**src/rtl/mem_ctrl_pkg.sv**
```systemverilog
// Shared types and constants for the memory controller slice.
package mem_ctrl_pkg;

  localparam int DEF_DATA_WIDTH = 16;
  localparam int DEF_ADDR_WIDTH = 10;
  localparam int CNT_WIDTH      = 16;

  typedef enum logic [1:0] {
    IDLE   = 2'd0,
    ACCESS = 2'd1,
    RESP   = 2'd2
  } state_e;

  // Counter preload for an access held for 'cycles' cycles (counter runs N-1 .. 0).
  function automatic logic [CNT_WIDTH-1:0] wait_load(input int cycles);
    return CNT_WIDTH'(cycles - 1);
  endfunction

endpackage

```
**src/rtl/wait_counter.sv**
```systemverilog
// Loadable down-counter; done_o is high whenever the count reads zero.
module wait_counter
  import mem_ctrl_pkg::*;
#(
  parameter int WIDTH = CNT_WIDTH
) (
  input  logic             clk_i,
  input  logic             rst_i,
  input  logic             load_i,
  input  logic [WIDTH-1:0] load_val_i,
  input  logic             en_i,
  output logic             done_o
);

  logic [WIDTH-1:0] cnt_q;
  logic [WIDTH-1:0] cnt_d;

  // Next count: load wins, otherwise decrement while enabled and non-zero.
  always_comb begin
    cnt_d = cnt_q;
    if (load_i) begin
      cnt_d = load_val_i;
    end else if (en_i && (cnt_q != '0)) begin
      cnt_d = cnt_q - 1'b1;
    end
  end

  // Count register, cleared asynchronously.
  always_ff @(posedge clk_i or posedge rst_i) begin
    if (rst_i) begin
      cnt_q <= '0;
    end else begin
      cnt_q <= cnt_d;
    end
  end

  assign done_o = (cnt_q == '0);

endmodule

```
**src/rtl/mem_ctrl.sv**
```systemverilog
// Single-outstanding memory controller: holds address/data/strobe for a
// fixed number of cycles per access, returns read data through a response
// channel and pulses wr_done_o when a write completes.
//
// Handshakes: a request transfers on a rising edge where req_valid_i and
// req_ready_o are both 1; a response transfers on a rising edge where
// rsp_valid_o and rsp_ready_i are both 1. req_ready_o depends on state only,
// and rsp_valid_o/rsp_data_o stay stable until the response transfers.
module mem_ctrl
  import mem_ctrl_pkg::*;
#(
  parameter int RAM_DATA_WIDTH = DEF_DATA_WIDTH,
  parameter int RAM_ADDR_WIDTH = DEF_ADDR_WIDTH,
  parameter int RD_WAIT_CYCLES = 5000,
  parameter int WR_WAIT_CYCLES = 65535
) (
  input  logic                      clk_i,
  input  logic                      rst_i,
  input  logic                      req_valid_i,
  output logic                      req_ready_o,
  input  logic                      req_wr_i,
  input  logic [RAM_ADDR_WIDTH-1:0] req_addr_i,
  input  logic [RAM_DATA_WIDTH-1:0] req_data_i,
  output logic                      rsp_valid_o,
  input  logic                      rsp_ready_i,
  output logic [RAM_DATA_WIDTH-1:0] rsp_data_o,
  output logic                      wr_done_o,
  output logic                      mem_wr_o,
  output logic [RAM_ADDR_WIDTH-1:0] mem_addr_o,
  output logic [RAM_DATA_WIDTH-1:0] mem_data_o,
  input  logic [RAM_DATA_WIDTH-1:0] mem_data_i,
  output state_e                    dbg_state_o
);

  localparam logic [CNT_WIDTH-1:0] RD_LOAD = wait_load(RD_WAIT_CYCLES);
  localparam logic [CNT_WIDTH-1:0] WR_LOAD = wait_load(WR_WAIT_CYCLES);

  state_e                    state_q, state_d;
  logic [RAM_ADDR_WIDTH-1:0] addr_q, addr_d;
  logic [RAM_DATA_WIDTH-1:0] data_q, data_d;
  logic                      mem_wr_q, mem_wr_d;
  logic [RAM_DATA_WIDTH-1:0] rsp_data_q, rsp_data_d;
  logic                      wr_done_q, wr_done_d;

  logic                      cnt_load;
  logic [CNT_WIDTH-1:0]      cnt_load_val;
  logic                      cnt_en;
  logic                      cnt_done;

  wait_counter #(
    .WIDTH(CNT_WIDTH)
  ) u_wait_counter (
    .clk_i     (clk_i),
    .rst_i     (rst_i),
    .load_i    (cnt_load),
    .load_val_i(cnt_load_val),
    .en_i      (cnt_en),
    .done_o    (cnt_done)
  );

  // Next-state and datapath: mem_wr_q doubles as the operation type during ACCESS.
  always_comb begin
    state_d      = state_q;
    addr_d       = addr_q;
    data_d       = data_q;
    mem_wr_d     = mem_wr_q;
    rsp_data_d   = rsp_data_q;
    wr_done_d    = 1'b0;
    cnt_load     = 1'b0;
    cnt_load_val = '0;
    cnt_en       = 1'b0;
    case (state_q)
      IDLE: begin
        if (req_valid_i) begin
          addr_d       = req_addr_i;
          data_d       = req_data_i;
          mem_wr_d     = req_wr_i;
          cnt_load     = 1'b1;
          cnt_load_val = req_wr_i ? WR_LOAD : RD_LOAD;
          state_d      = ACCESS;
        end
      end
      ACCESS: begin
        if (cnt_done) begin
          mem_wr_d = 1'b0;
          if (mem_wr_q) begin
            wr_done_d = 1'b1;
            state_d   = IDLE;
          end else begin
            rsp_data_d = mem_data_i;
            state_d    = RESP;
          end
        end else begin
          cnt_en = 1'b1;
        end
      end
      RESP: begin
        if (rsp_ready_i) begin
          state_d = IDLE;
        end
      end
      default: begin
        state_d  = IDLE;
        mem_wr_d = 1'b0;
      end
    endcase
  end

  // State and datapath registers, all cleared asynchronously.
  always_ff @(posedge clk_i or posedge rst_i) begin
    if (rst_i) begin
      state_q    <= IDLE;
      addr_q     <= '0;
      data_q     <= '0;
      mem_wr_q   <= 1'b0;
      rsp_data_q <= '0;
      wr_done_q  <= 1'b0;
    end else begin
      state_q    <= state_d;
      addr_q     <= addr_d;
      data_q     <= data_d;
      mem_wr_q   <= mem_wr_d;
      rsp_data_q <= rsp_data_d;
      wr_done_q  <= wr_done_d;
    end
  end

  assign req_ready_o = (state_q == IDLE);
  assign rsp_valid_o = (state_q == RESP);
  assign rsp_data_o  = rsp_data_q;
  assign wr_done_o   = wr_done_q;
  assign mem_wr_o    = mem_wr_q;
  assign mem_addr_o  = addr_q;
  assign mem_data_o  = data_q;
  assign dbg_state_o = state_q;

endmodule

```
**config.mk**
```make
export PLATFORM = sky130hd
export DESIGN_NAME = mem_ctrl
export DESIGN_NICKNAME = d
export VERILOG_FILES = /design/src/rtl/mem_ctrl_pkg.sv /design/src/rtl/wait_counter.sv /design/src/rtl/mem_ctrl.sv
export SDC_FILE = /design/constraint.sdc
export NUM_CORES = 1
export LEC_CHECK = 0
export BUFFER_PORTS_ARGS = -buffer_cell sky130_fd_sc_hd__buf_4
export CAP_MARGIN = 10
export CORE_MARGIN = 10
export CORE_UTILIZATION = 45
export DETAILED_ROUTE_END_ITERATION = 6
export GPL_ROUTABILITY_DRIVEN = 0
export HOLD_SLACK_MARGIN = 0.06
export PLACE_DENSITY = 0.77
export SYNTH_ARGS = -nofsm -noshare
export SYNTH_HDL_FRONTEND = slang
export SYNTH_SLANG_ARGS = --single-unit
```
**constraint.sdc**
```tcl
create_clock -name clk_i -period 2.69 [get_ports clk_i]
set_input_delay 0.4035 -clock clk_i [delete_from_list [all_inputs] [get_ports clk_i]]
set_output_delay 0.4035 -clock clk_i [all_outputs]
set_load 0.05 [all_outputs]
```
==> qor.yml, run 1 <==
run_status:
  status: "completed"
routing:
  wirelength_um: 6927
  drtPass1Iterations: 4
  ant_nets: 0
  drc: 0
  wl_per_cell_um: 15.74
  viasPerCell: 5.225
  drtIter0Drc: 128
  vias: 2299
synth:
  synth.distinct_cells: 36
  synth_edf_count: 0
  syn_area_um2: 2720
  seq_area_frac_synth_pct: 57.04
  yosysWarningCount: 0
  synth_seq_cells: 62
  synth.avg_cell_area_um2: 10.34
  synth_nets: 311
  synth_top_flop_cell: "dfrtp_1"
  netlist_instances: 263
  synthArstFlopShare_pct: 100.0
sta:
  setup_violations: 0
  post-route-period-util_pct: 95.45
  fin_tns_setup_ps: 0
  clock.fmax_mhz: 389.5
  drv_slew: 0
  finalHoldViolCount: 0
  slew-limit-headroom_pct: 57.10
  layout_setup_ws_ps: 122.5
  finalClockSkew_ps: 13.89
  rsz0062_at_grt: "false"
  worst_pin_slew_ps: 637.6
  min_period_ps: 2568
power_and_ir_drop:
  finalPower_mw: 1.874
  ir_worst_vdd_mv: 0.3226
  p_per_area_nw_per_um2: 504.3
  p_leak_nw: 1.945
clock_network:
  numCtsBuffers: 9
  clk_latency_ps: 340
  root_buffer: "clkbuf_8"
  cts.htree.levels: 3
  cts_resized: 0
  cts_max_path_buffers: 2
  cts_tree: "done"
  postCtsSetupBuffers: 0
  path_clk_slew_ps: 60
  cts_hold_buf: 0
  clkSinkCount: 62
final_layout:
  insertedDiodeCount: 0
  final_cell_mix: "buf_4, nand2_1, dfrtp_1"
  drive_above_1_share_pct: 39.18
  n_fill_cell: 492
  final_common_cell: "buf_4"
  nets: 410
  fin_cells: 440
  area_growth_pct: 36.61
  final_util_pct: 63.14
run:
  drv_cap: 0
place:
  pre_cts_ws_ps: 131.3
  dpl.hpwl_um: 5178
  port_buffers: 94
  place_inst: 426
global_route:
  grt_start_max_net_pins: 36
  antenna_found_initial: 0
  grt_pass1_vias: 2378
  grt_pass1_wl_um: 11390
  grt.overflow.total: 0
  grt_usage_pct: 14.35
worst_setup_path:
  worstPathMaxFanout: 9
  required_ps: 2900
  cp-startpoint: "u_wait_counter.cnt_q[1]$_DFFE_PP0P_"
  crit_path_end_kind: "flop"
  crit_slowest_cell: "or4b_4"
  worstSetupPathType: "reg -> reg"
  critPathBufInv: 2
  r2r-start: "u_wait_counter.cnt_q[1]$_DFFE_PP0P_"
  cp-start-kind: "flop"
  crit_family: "simple AND/OR/NAND/NOR gates"
  slowest_delay_ps: 520
  arrival_ps: 2780
  path_cells: "inv_1, ha_2, or4b_4, or4_4, nor3_4, buf_4, mux2_4"
floorplanning:
  die_w_um: 97.75
  die_area_um2: 9554
  num_rows: 28
  chipHeight_um: 97.75
  core_um2: 5886
  io_pins: 95
  initial_utilization_pct: 46.22
hold_path:
  hold_class: "in -> async"
[cell usage after synthesis (all sizes together) (3+ instances only)]
| master | instances | share of area (%) |
|---|---|---|
| buf | 3 | 1.1 |
| a31oi | 10 | 2.3 |
| clkbuf | 12 | 1.7 |
| or4 | 13 | 3.7 |
| nor3 | 5 | 1.3 |
| or3 | 7 | 1.6 |
| o21ai | 4 | 0.74 |
| dfrtp | 62 | 57 |
| nand3 | 3 | 0.55 |
| nor4 | 3 | 0.69 |
| nand2 | 84 | 12 |
| mux2 | 16 | 7.9 |
| o31ai | 6 | 1.7 |
| nor2 | 7 | 0.97 |
| or2 | 3 | 0.69 |
| inv | 6 | 0.83 |
[cell families (layout without fill, tap and decap cells)]
| logic type | after synthesis | after routing | share of synthesized area [%] |
|---|---|---|---|
| and+or+nand+nor | 131 | 131 | 22.86 |
| adders and majority gates | 1 | 1 | 0.4599 |
| DFF | 62 | 62 | 57.04 |
| AOI/OAI and AO/OA | 32 | 32 | 8.142 |
| muxes | 16 | 16 | 7.866 |
| buffers and inverters | 21 | 123 | 3.633 |
[through the flow]
stage                     instance area (µm²)  hold slack, ps
after floorplan                          2733           508.9
after global placement                   3530           459.4
after detailed placement                 3530           464.2
after CTS                                3716           152.7
after global routing                     3716           180.5
final                                    3716           136.8
[worst paths after layout]
check | end | slack (ps) | depth (start not counted)
worst max register to register | rsp_data_o[3]$_DFFE_PP0P_ | 120 | 7
min in group clk_i | mem_addr_o[8]$_DFFE_PP0P_ | 250 | 3
worst min register to register | mem_data_o[12]$_DFFE_PP0P_ | 480 | 2
max in group asynchronous | u_wait_counter.cnt_q[15]$_DFFE_PP0P_ | 1960 | 3
worst min-delay path | u_wait_counter.cnt_q[3]$_DFFE_PP0P_ | 140 | 2
worst max-delay path | rsp_data_o[3]$_DFFE_PP0P_ | 120 | 7
[where the power goes]
group | switching (mW) | total [mW] | internal (mW) | leakage, nW
sequential | 0.0247 | 0.978 | 0.953 | 0.810
combinational | 0.0465 | 0.115 | 0.0680 | 1.04
clock | 0.341 | 0.782 | 0.441 | 0.0980
[flip-flops by register name (all words and copies together) (netlist names)]
signal / cells
dbg_state_o: 2
mem_addr_o: 10
mem_data_o: 16
mem_wr_o: 1
rsp_data_o: 16
u_wait_counter.cnt_q: 16
wr_done_o: 1
[cell type report]
cell class                 count  area, µm²  area share, %
tap                           75      93.84          2.525
sequential                    62       1551          41.75
timing repair buffer         103      785.8          21.14
inverter                       6      22.52         0.6061
clock buffer                  10      137.6          3.704
clock inverter                 4      48.80          1.313
multi-input combinational    180       1076          28.96
[worst reg2reg max path: cells and delay by family, from the launching register on]
kind | cells | cell delay, ps
buf+inv | 2 | 320
simple gates | 3 | 1200
mux | 1 | 320
flops | 1 | 410
fa+ha+maj | 1 | 200
[routing by layer]
metal,GRT usage [%],part of all wire (%)
met5,0,0
met3,6.836,9.4
met1,17.12,42
met2,22.13,48
met4,5.145,0.36
(Power assumes the default switching activity.)
==> run 2: changes to the inputs <==
--- a/config.mk
+++ b/config.mk
@@ -7,10 +7,12 @@
 export LEC_CHECK = 0
 export BUFFER_PORTS_ARGS = -buffer_cell sky130_fd_sc_hd__buf_4
 export CAP_MARGIN = 10
+export CORE_ASPECT_RATIO = 0.9
 export CORE_MARGIN = 10
 export CORE_UTILIZATION = 45
 export DETAILED_ROUTE_END_ITERATION = 6
 export GPL_ROUTABILITY_DRIVEN = 0
+export GPL_TIMING_DRIVEN = 0
 export HOLD_SLACK_MARGIN = 0.06
 export PLACE_DENSITY = 0.77
 export SYNTH_ARGS = -nofsm -noshare
==> run 2 against run 1 <==
  * Fmax decreased by 1.3%
  * Non-clock buffer count increased by 15
  * Global-route usage increased by 2.2 points
  * Clock skew decreased by 5.2 ps
  * Hold slack got worse by 46 ps
  * Register-to-register slack got worse by 30 ps
  * Utilization increased by 3.5 points
  * Worst setup slack got worse by 33 ps
  * Combinational power about the same
  * Highest routed layer unchanged
  * Final area increased by 3.2%
  * Largest cell class unchanged
==> qor.yml, run 2 (synthesis gave the netlist of run 1 again) <==
worst_setup_path:
  crit_family: "simple AND/OR/NAND/NOR gates"
  r2r_setup_slack_ps: 90  # -30 ps
  crit_slowest_cell: "or4b_4"
  critPathBufInv: 4  # +2
  arrival_ps: 2830  # +50 ps
  rr_endpoint: "rsp_data_o[6]$_DFFE_PP0P_"
  rr_worst_depth: 9  # +2
  slowest_delay_ps: 520  # about the same
  required_ps: 2920  # +20 ps
  cp_num_cells: 9  # +2
  r2r-start: "u_wait_counter.cnt_q[1]$_DFFE_PP0P_"
  path_cells: "inv_2, ha_4, or4b_4, or4_4, buf_6, nor3_4, buf_4, buf_16, mux2_4"
  worstPathMaxFanout: 7  # -2
  cp-start-kind: "flop"
  worstSetupPathType: "reg -> reg"
  crit_path_end_kind: "flop"
place:
  post_dp_cell_area_um2: 3546  # +0.46%
  dpl.hpwl_um: 5540  # +7.0%
  port_buffers: 94  # unchanged
sta:
  post-route-period-util_pct: 96.67  # +1.2 points
  worst_pin_slew_ps: 503.1  # -134.5 ps
  fin_tns_setup_ps: 0  # unchanged
  drv_slew: 0  # unchanged
  rsz0062_at_grt: "false"
  finalHoldViolCount: 0  # unchanged
  finalClockSkew_ps: 8.733  # -5.156 ps
  slew-limit-headroom_pct: 66.41  # +9.3 points
  setup_violations: 0  # unchanged
  min_period_ps: 2601  # +33.01 ps
  clock.fmax_mhz: 384.5  # -1.3%
final_layout:
  final_cell_mix: "buf_4, nand2_1, dfrtp_1"
  final_common_cell: "buf_4"
  nets: 425  # +3.7%
  drive_above_1_share_pct: 39.27  # +0.089 points
  area_growth_pct: 40.98
  final_util_pct: 66.60  # +3.5 points
  insertedDiodeCount: 0  # unchanged
  design_area_um2: 3835  # +3.2%
clock_network:
  cts.htree.levels: 3  # unchanged
  root_buffer: "clkbuf_8"
  cts_max_path_buffers: 2  # unchanged
  numCtsBuffers: 9  # unchanged
  path_clk_slew_ps: 70  # about the same
  clk_latency_ps: 350  # about the same
  clkSinkCount: 62  # unchanged
  cts_tree: "done"
floorplanning:
  initial_utilization_pct: 47.24  # +1.0 points
  num_rows: 26  # -7.1%
  core_um2: 5758  # -2.2%
  io_pins: 95  # unchanged
  die_w_um: 102.0  # +4.3%
  chipHeight_um: 93.76  # -4.1%
  die_area_um2: 9559  # about the same
global_route:
  antenna_found_initial: 0  # unchanged
  grt.overflow.total: 0  # unchanged
  grt_pass1_wl_um: 12410  # +9.0%
  grt_usage_pct: 16.52  # +2.2 points
  grt_start_max_net_pins: 41  # +14%
  grt_pass1_vias: 2550  # +7.2%
power_and_ir_drop:
  p_leak_nw: 1.984  # +2.0%
  p_per_area_nw_per_um2: 491.8  # -2.5%
  ir_worst_vdd_mv: 0.3514  # +8.9%
routing:
  wl_per_cell_um: 16.39  # +4.1%
  drtPass1Iterations: 4  # unchanged
  ant_nets: 0  # unchanged
  viasPerCell: 5.248  # +0.44%
  vias: 2372  # +3.2%
  drc: 0  # unchanged
  drtIter0Drc: 136  # +6.3%
  wirelength_um: 7408  # +6.9%
hold_path:
  hold_class: "in -> async"
run_status:
  status: "completed"
run:
  drv_cap: 0  # unchanged
## run 2: cell count changes in the layout (fill, tap and decap cells not counted), sizes merged
| cell | delta |
|---|---|
| clkinv | +2 |
| buf | +3 |
| clkbuf | +12 |
## run 2: per-layer routing
metal / wire, µm / share of wire (%) / GRT usage, %
met1: 3063 / 41 / 18.81
met2: 3360 / 45 / 25.23
met3: 922 / 12 / 11.18
met4: 62 / 0.84 / 3.521
met5: 0 / 0 / 0
## run 2: report_power, final
| part | internal (mW) | total [mW] | switching (mW) |
|---|---|---|---|
| Clock | 0.426 | 0.792 | 0.367 |
| Sequential | 0.953 | 0.979 | 0.0259 |
| Combinational | 0.0682 | 0.115 | 0.0469 |
## run 2: final cells by class
cell class,instances,area (µm²)
inverter,6,22.52
sequential,62,1551
clock inverter,6,62.56
fill,443,1923
multi-input combinational,180,1099
timing repair buffer,104,813.3
buffer,14,71.32
tap,70,87.58
clock buffer,10,127.6
## run 2: what timing repair did
action                                  CTS  global route
endpoints found under the setup margin   18            16
cloned                                    1             0
gates resized for setup                   3             2
pin swaps                                 1             1
buffers inserted                          8             0
hold buffers                              0             0
## run 2: worst max-delay path by stage
stage | to | from
finish | rsp_data_o[6]$_DFFE_PP0P_ | u_wait_counter.cnt_q[1]$_DFFE_PP0P_
global route | rsp_data_o[4]$_DFFE_PP0P_ | u_wait_counter.cnt_q[1]$_DFFE_PP0P_
CTS | u_wait_counter.cnt_q[5]$_DFFE_PP0P_ | u_wait_counter.cnt_q[1]$_DFFE_PP0P_
detailed placement | rsp_data_o[3]$_DFFE_PP0P_ | u_wait_counter.cnt_q[1]$_DFFE_PP0P_
global placement | rsp_data_o[6]$_DFFE_PP0P_ | u_wait_counter.cnt_q[0]$_DFFE_PP0P_
floorplan | rsp_data_o[0]$_DFFE_PP0P_ | u_wait_counter.cnt_q[1]$_DFFE_PP0P_
## run 2: per-stage QoR
stage / total power, mW / setup slack, ps / instances / hold WS (ps)
floorplan: 1.038 / -15.28 / 263 / 508.9
global placement: 1.102 / -193.4 / 427 / 459.6
detailed placement: 1.111 / -233.0 / 428 / 464.8
CTS: 1.911 / 50.86 / 452 / 100.5
global route: 1.975 / 13.34 / 452 / 115.6
finish: 1.886 / 89.46 / 452 / 90.82
==> run 3: changes to the inputs <==
--- a/config.mk
+++ b/config.mk
@@ -7,14 +7,16 @@
 export LEC_CHECK = 0
 export BUFFER_PORTS_ARGS = -buffer_cell sky130_fd_sc_hd__buf_4
 export CAP_MARGIN = 10
+export CELL_PAD_IN_SITES_DETAIL_PLACEMENT = 0
+export CELL_PAD_IN_SITES_GLOBAL_PLACEMENT = 1
 export CORE_ASPECT_RATIO = 0.9
 export CORE_MARGIN = 10
-export CORE_UTILIZATION = 45
+export CORE_UTILIZATION = 33
 export DETAILED_ROUTE_END_ITERATION = 6
 export GPL_ROUTABILITY_DRIVEN = 0
 export GPL_TIMING_DRIVEN = 0
 export HOLD_SLACK_MARGIN = 0.06
-export PLACE_DENSITY = 0.77
+export PLACE_DENSITY = 0.75
 export SYNTH_ARGS = -nofsm -noshare
 export SYNTH_HDL_FRONTEND = slang
 export SYNTH_SLANG_ARGS = --single-unit
==> run 3 against run 2 <==
  * Clock skew rose by 1.5 ps
  * Worst setup slack lost 47 ps
  * Hold slack better by 27 ps
  * Clock power shrank 4.0%
  * Count of clock-buffer cells in the layout up 2
  * Final area increased by 0.46%
  * Total power decreased by 1.6%
  * Wire length up 3.7%
  * Die area up 28%
  * Utilization shrank 19 points
  * Global-route usage shrank 4.3 points
  * Via count rose by 0.13%
  * Critical endpoint is now rsp_data_o[2]$_DFFE_PP0P_
  * Largest cell class unchanged
  * Largest power group unchanged
  * Highest routed layer unchanged
==> qor.yml, run 3 (synthesis gave the netlist of run 1 again) <==
power_and_ir_drop:
  share_comb_of_total_power_pct: 6.3  # +0.2 points
  ir_worst_vdd_mv: 0.2654  # -24%
  p_clk_share_pct: 40.9  # -1.1 points
  pwr-share-seq_pct: 52.7  # +0.8 points
  p_leak_nw: 1.973  # -0.57%
  p_int_mw: 1.424  # -1.6%
  p_sw_uw: 431.0  # -1.9%
  switching_share_pct: 23.23  # -0.066 points
  p_per_area_nw_per_um2: 481.5  # -2.1%
floorplanning:
  io_pins: 95  # unchanged
  num_rows: 31  # +19%
  die_area_um2: 12280  # +28%
  die_w_um: 115.7  # +13%
  chipHeight_um: 106.1  # +13%
  core_um2: 8029  # +39%
  initial_utilization_pct: 33.88  # -13 points
global_route:
  grt_start_max_net_pins: 39  # -4.9%
  grt_use_met1_pct: 15.33  # -3.5 points
  grt.overflow.total: 0  # unchanged
  use_met2_pct: 18.42  # -6.8 points
  grt_busiest_layer: "met2"
  grt_pass1_vias: 2315  # -9.2%
  grt_pass1_wl_um: 11960  # -3.6%
  grt_util_met3_pct: 5.284  # -5.9 points
  antenna_found_initial: 0  # unchanged
  grt_usage_pct: 12.20  # -4.3 points
worst_setup_path:
  crit_top_cell: "buf_6"
  path_cells: "inv_2, ha_4, or4b_4, or4_4, buf_6, nor3_4, buf_8, buf_6, mux2_4"
  required_ps: 2910  # about the same
  crit_slowest_cell: "or4b_4"
  worstPathMaxFanout: 6  # -1
  slowest_delay_ps: 490  # -30 ps
  crit_family: "simple AND/OR/NAND/NOR gates"
  arrival_ps: 2870  # +40 ps
  cp-start-kind: "flop"
  r2r_setup_slack_ps: 40  # -50 ps
  worstSetupPathType: "reg -> reg"
  critPathBufInv: 4  # unchanged
  crit_path_end_kind: "flop"
sta:
  layout_setup_ws_ps: 42.61  # -46.86 ps
  post-route-period-util_pct: 98.42  # +1.7 points
  slew-limit-headroom_pct: 62.12  # -4.3 points
  worst_pin_slew_ps: 567.4  # +64.32 ps
  min_period_ps: 2647  # +46.86 ps
  finalClockSkew_ps: 10.22  # +1.487 ps
  finalHoldViolCount: 0  # unchanged
  clock.fmax_mhz: 377.7  # -1.8%
  setup_violations: 0  # unchanged
  drv_slew: 0  # unchanged
place:
  port_buffers: 94  # unchanged
  place_inst: 457  # +6.8%
  post_dp_cell_area_um2: 3582  # +1.0%
  pre_cts_ws_ps: -272.5  # -39.49 ps
  dpl.hpwl_um: 5498  # -0.76%
routing:
  drc: 0  # unchanged
  ant_nets: 0  # unchanged
  drtPass1Iterations: 5  # +1
  drtIter0Drc: 128  # -5.9%
  viasPerCell: 4.958  # -5.5%
  vias: 2375  # +0.13%
  wirelength_um: 7683  # +3.7%
  wl_per_cell_um: 16.04  # -2.1%
clock_network:
  cts.htree.levels: 3  # unchanged
  root_buffer: "clkbuf_8"
  cts_tree: "done"
  cts_max_path_buffers: 2  # unchanged
  clkSinkCount: 62  # unchanged
  path_clk_slew_ps: 70  # about the same
  clk_latency_ps: 340  # about the same
  numCtsBuffers: 9  # unchanged
final_layout:
  design_area_um2: 3852  # +0.46%
  nets: 424  # -0.24%
  final_cell_mix: "buf_4, nand2_1, dfrtp_1"
  area_growth_pct: 41.63
  insertedDiodeCount: 0  # unchanged
  fin_cells: 479  # +6.0%
  final_common_cell: "buf_4"
  drive_above_1_share_pct: 39.21  # -0.056 points
  final_util_pct: 47.98  # -19 points
hold_path:
  hold_class: "in -> async"
run:
  drv_cap: 0  # unchanged
run_status:
  status: "completed"
-- run 3: cell types whose count changed in the layout (fill, tap and decap cells not counted) --
cell / delta
bufinv_16: -1
buf_4: -3
buf_16: -1
clkinv_4: -1
buf_8: +1
buf_6: +2
clkbuf_1: -1
clkbuf_8: +3
clkinv_2: -1
-- run 3: timing repair --
action,4_1_cts,5_1_grt
hold buffers,0,0
gates resized for setup,1,8
buffers inserted,2,6
pin swaps,1,1
setup endpoints to repair,20,19
-- run 3: worst reg2reg max path, cell delays in order, from the launching register on --
cell,delay (ps)
dfrtp_1,400
inv_2,90
ha_4,150
or4b_4,490
or4_4,430
buf_6,150
nor3_4,250
buf_8,150
buf_6,130
mux2_4,300
-- run 3: metrics by stage --
stage	total power [mW]	setup TNS [ps]	hold slack [ps]
global route	1.955	-148.4	137.1
finish	1.855	0	117.5
floorplan	1.038	-137.5	508.9
global placement	1.105	-11430	458.9
CTS	1.885	0	129.3
detailed placement	1.112	-3161	463.6
-- run 3: routing by layer --
layer / up-vias / wire (µm) / part of all wire, %
li1: 1143 / - / -
met1: 1148 / 3467 / 45
met2: 78 / 3562 / 46
met3: 6 / 572 / 7.4
met4: 0 / 81 / 1.1
met5: - / 0 / 0
-- run 3: layout make-up --
type	count	area (µm²)
repair buffers	103	800.8
well taps	99	123.9
inverters	6	22.52
clock inverters	3	18.77
plain buffers	14	71.32
clock buffers	12	165.2
multi-input cells	180	1099
flip-flops and latches	62	1551
fillers	769	4177
-- run 3: final timing paths --
path / from / end / cells past startpoint
setup / recovery: u_wait_counter.cnt_q[0]$_DFFE_PP0P_ / rsp_data_o[2]$_DFFE_PP0P_ / 9
hold / removal: rst_i / mem_data_o[2]$_DFFE_PP0P_ / 2
setup reg to reg: u_wait_counter.cnt_q[0]$_DFFE_PP0P_ / rsp_data_o[2]$_DFFE_PP0P_ / 9
hold reg to reg: mem_addr_o[9]$_DFFE_PP0P_ / mem_addr_o[9]$_DFFE_PP0P_ / 2
max in group asynchronous: rst_i / u_wait_counter.cnt_q[7]$_DFFE_PP0P_ / 3
min in group clk_i: req_data_i[2] / mem_data_o[2]$_DFFE_PP0P_ / 3
-- run 3: power by group through the flow --
stage               combinational [mW]  sequential [mW]  clock, mW
floorplan                       0.0516            0.987          0
global placement                 0.113            0.992          0
detailed placement               0.119            0.993          0
CTS                              0.120            0.976      0.789
global route                     0.133            0.981      0.841
finish                           0.118            0.978      0.760
